===== src/rtl/alu_share_arbiter.sv =====
// Two-port arbiter in front of one shared combinational ALU.
// Each port gets one request per grant and a 1-deep result buffer.
module alu_share_arbiter #(
    parameter int             WIDTH      = 32,
    parameter int             SEL_W      = 4,
    parameter bit             FIXED_PRIO = 1'b0,
    parameter logic [SEL_W-1:0] IDLE_SEL = 4'hD
) (
    input  logic             clock,
    input  logic             reset,

    input  logic             req0_valid,
    output logic             req0_ready,
    input  logic [SEL_W-1:0] req0_sel,
    input  logic [WIDTH-1:0] req0_a,
    input  logic [WIDTH-1:0] req0_b,

    input  logic             req1_valid,
    output logic             req1_ready,
    input  logic [SEL_W-1:0] req1_sel,
    input  logic [WIDTH-1:0] req1_a,
    input  logic [WIDTH-1:0] req1_b,

    output logic [SEL_W-1:0] alu_sel,
    output logic [WIDTH-1:0] alu_a,
    output logic [WIDTH-1:0] alu_b,
    input  logic [WIDTH-1:0] alu_res,

    output logic             rsp0_valid,
    input  logic             rsp0_ready,
    output logic [WIDTH-1:0] rsp0_data,

    output logic             rsp1_valid,
    input  logic             rsp1_ready,
    output logic [WIDTH-1:0] rsp1_data
);

    typedef enum logic {
        PORT0 = 1'b0,
        PORT1 = 1'b1
    } port_e;

    port_e rr_ptr;
    logic  elig0, elig1;
    logic  grant0, grant1;

    // A full buffer that is being drained this cycle can take a new result.
    assign elig0 = req0_valid && (!rsp0_valid || rsp0_ready);
    assign elig1 = req1_valid && (!rsp1_valid || rsp1_ready);

    // NOTE: every output of a combinational block gets a default first, so no path can infer a latch.
    always_comb begin
        grant0 = 1'b0;
        grant1 = 1'b0;
        if (reset) begin
            if (elig0 && elig1) begin
                if (FIXED_PRIO || rr_ptr == PORT0) begin
                    grant0 = 1'b1;
                end else begin
                    grant1 = 1'b1;
                end
            end else begin
                grant0 = elig0;
                grant1 = elig1;
            end
        end
    end

    assign req0_ready = grant0;
    assign req1_ready = grant1;

    always_comb begin
        alu_sel = IDLE_SEL;
        alu_a   = '0;
        alu_b   = '0;
        if (grant0) begin
            alu_sel = req0_sel;
            alu_a   = req0_a;
            alu_b   = req0_b;
        end else if (grant1) begin
            alu_sel = req1_sel;
            alu_a   = req1_a;
            alu_b   = req1_b;
        end
    end

    // NOTE: state is updated with non-blocking assignments so every register samples pre-edge values.
    always_ff @(posedge clock or negedge reset) begin
        if (!reset) begin
            rr_ptr     <= PORT0;
            rsp0_valid <= 1'b0;
            rsp1_valid <= 1'b0;
            rsp0_data  <= '0;
            rsp1_data  <= '0;
        end else begin
            if (grant0) begin
                rr_ptr <= PORT1;
            end else if (grant1) begin
                rr_ptr <= PORT0;
            end

            if (grant0) begin
                rsp0_data  <= alu_res;
                rsp0_valid <= 1'b1;
            end else if (rsp0_valid && rsp0_ready) begin
                rsp0_valid <= 1'b0;
            end

            if (grant1) begin
                rsp1_data  <= alu_res;
                rsp1_valid <= 1'b1;
            end else if (rsp1_valid && rsp1_ready) begin
                rsp1_valid <= 1'b0;
            end
        end
    end

endmodule


===== config.mk =====
export PLATFORM = sky130hd
export DESIGN_NAME = alu_share_arbiter
export DESIGN_NICKNAME = d
export VERILOG_FILES = /design/src/rtl/alu_share_arbiter.sv
export SDC_FILE = /design/constraint.sdc
export NUM_CORES = 1
export LEC_CHECK = 0
export CORE_MARGIN = 10
export CORE_UTILIZATION = 33
export DETAILED_ROUTE_END_ITERATION = 12
export GPL_TIMING_DRIVEN = 0
export MAX_ROUTING_LAYER = met4
export PLACE_DENSITY = 0.82
export SYNTH_ARGS = -nofsm -noshare
export SYNTH_HDL_FRONTEND = slang
export SYNTH_SLANG_ARGS = --single-unit

===== constraint.sdc =====
create_clock -name clock -period 2.2 [get_ports clock]
set_input_delay 0.44 -clock clock [delete_from_list [all_inputs] [get_ports clock]]
set_output_delay 0.44 -clock clock [all_outputs]
set_load 0.01 [all_outputs]

==> impl_metrics.ini <==
[outcome]
status = complete, but fails checks
violations = negative setup slack

[floorplan]
start_util_pct = 33.86
rows = 38
die_area_mm2 = 0.01586
die_w_um = 125.9
fp.dieH_um = 125.9
io_pins = 310
coreArea_mm2 = 0.01094

[place]
dpl_cell_area_mm2 = 0.006968
port_buffers = 309
place_hpwl_um = 15210
gp_congestion = 0.8653

[final_layout]
layout.cells.most_common = clkdlybuf4s50_1
fillCellCount = 702
antenna_cells = 0
drive_gt1_share_pct = 37.58
final_nets = 906
fin_util_pct = 76.52
areaGrowthSynthToFinish_pct = 126.0
final_area_mm2 = 0.008368
final_cell_mix = 234 x clkdlybuf4s50_1, 134 x nand2_1, 67 x dfrtp_1

[global_route]
grt_pass1_vias = 4976
antenna_found_initial = 0
grt_max_degree = 35
grt_pass1_wl_um = 29620
track_usage_pct = 24.40
grt_overflow = 0

[drt]
num_vias = 4548
via_per_inst = 5.186
wl_per_cell_um = 23.67
dr.pass1.iters = 4
remaining_drc_errors = 0
first_iter_violations = 226
ant_nets = 0
drt_wl_total_um = 20760

[sta]
hold_ws_ps = 56.70
clock_skew_ps = 7.667
timing.fmax_mhz = 427.1
max_slew.worst_pin.slew_ps = 764.2
relSlewSlack_pct = 48.89
post-route-period-util_pct = 106.4
tns_ps = -6513
hold_viol = 0
setup_viol = 65
drv_slew = 0
min_period_ps = 2341
fin_ws_ps = -141.1
rsz0062_at_grt = yes

[clocking]
cts_buffers = 9
root_buffer = clkbuf_16
clock-sinks = 67
cts_max_level = 3
cts_tree = built
clock_tree.buffer_depth = 2
clk_latency_ps = 330
clk_pin_slew_worst_paths_ps = 60

[synth]
synth.avg_cell_area_um2 = 9.567
ys_types = 20
synth-seq-cells = 67
yosys_warnings = 0
synthesis.nets = 561
synthCells = 387
ys_seq_area_share_pct = 45.29
synth.cell_area_mm2 = 0.003702

[critical_path]
start_kind = primary input
crit_arrival_ps = 1900
worstSetupPathType = in2out
path_cells = clkdlybuf4s15_1 -> and2b_4 -> a211o_4 -> buf_12 -> buf_8 -> o22ai_2 -> buf_2
path_buf_inv = 4
max_stage_delay_ps = 360
regToRegStartpoint = rsp0_valid
critPathCaptureType = output pin
crit_family = buffers and inverters
crit_path_top_delay_cell = a211o_4
crit_required_ps = 1760
startpoint = req0_valid
crit_path_max_fanout = 8

[power]
leakagePower_uw = 0.003510
power.total_uw = 6440
ir_drop_mv = 0.6385
power_per_cell_area_mw_per_mm2 = 769.6

[hold_path]
min_path_type = in2async

[flow_run]
drv_cap = 0
cell type report:
class                      instances  area [um^2]  area share [%]
timing repair buffer             336         3311           39.56
multi-input combinational        280         2467           29.49
sequential                        67         1677           20.04
buffer                            35        360.3           4.306
clock buffer                      10        229.0           2.736
tap                              140        175.2           2.093
clock inverter                     6        137.6           1.645
inverter                           3        11.26          0.1346
final timing paths:
check,endpoint,slack [ps],cells past startpoint
worst min-delay path,rsp0_data[5],60,1
min in group clock,rsp1_data[26],500,1
worst min register to register,rsp1_data[26],500,1
max in group asynchronous,rsp0_data[28],990,2
worst max-delay path,alu_b[24],-140,7
worst max register to register,rsp1_data[3],320,7
logic make-up after synthesis:
kind of cell	count (synthesis)	synth area share [%]
AO/OA/AOI/OAI	74	13.52
flip-flops	67	45.29
multiplexers	64	20.48
buffers and inverters	40	5.678
AND/OR/NAND/NOR	142	15.04
routing by layer:
layer / part of all wire [%] / GRT usage [%] / up-vias
met5: 0 / - / -
met4: 3.4 / 7.837 / 0
met3: 6.2 / 5.956 / 41
met2: 54 / 44.67 / 240
met1: 36 / 24.97 / 2213
li1: - / - / 2054
through the flow:
stage / cells / setup WS [ps]
after floorplan: 387 / 182.6
after detailed placement: 836 / -1509
final: 877 / -141.1
after global routing: 877 / -190.3
after CTS: 876 / -145.5
after global placement: 836 / -3528
report_power, final:
group | switching [uW] | internal, uW | total, uW
Sequential | 197 | 1580 | 1770
Combinational | 1200 | 1710 | 2900
Clock | 535 | 1230 | 1760
cells in the mapped netlist:
cell	count	share of area [%]
buf_6	5	1.5
dfrtp_1	67	45
nand2_1	134	14
a211o_1	1	0.24
buf_2	6	0.81
inv_1	3	0.30
nand2b_1	4	0.68
buf_4	4	0.81
clkbuf_1	22	2.2
o22ai_1	65	11
mux2_4	10	4.1
o32a_1	3	0.81
a211oi_4	1	0.54
and2b_4	1	0.27
o211ai_2	2	0.68
mux2_2	54	16
nor2b_1	1	0.17
o21ai_0	2	0.27
or2_2	1	0.17
and2_1	1	0.17
what timing repair did:
item | in CTS | in global routing
setup buffers | 15 | 4
hold endpoints to repair | 16 | 0
resized for setup | 422 | 71
setup endpoints to repair | 108 | 70
pin swaps | 42 | 29
hold buffers | 1 | 0
cloned | 8 | 1
state kept, by name (all words and copies together) (netlist names):
register / flops
rsp0_data: 32
rsp1_data: 32
rr_ptr: 1
rsp0_valid: 1
rsp1_valid: 1
Note: power is estimated with default switching activity, not from simulation.
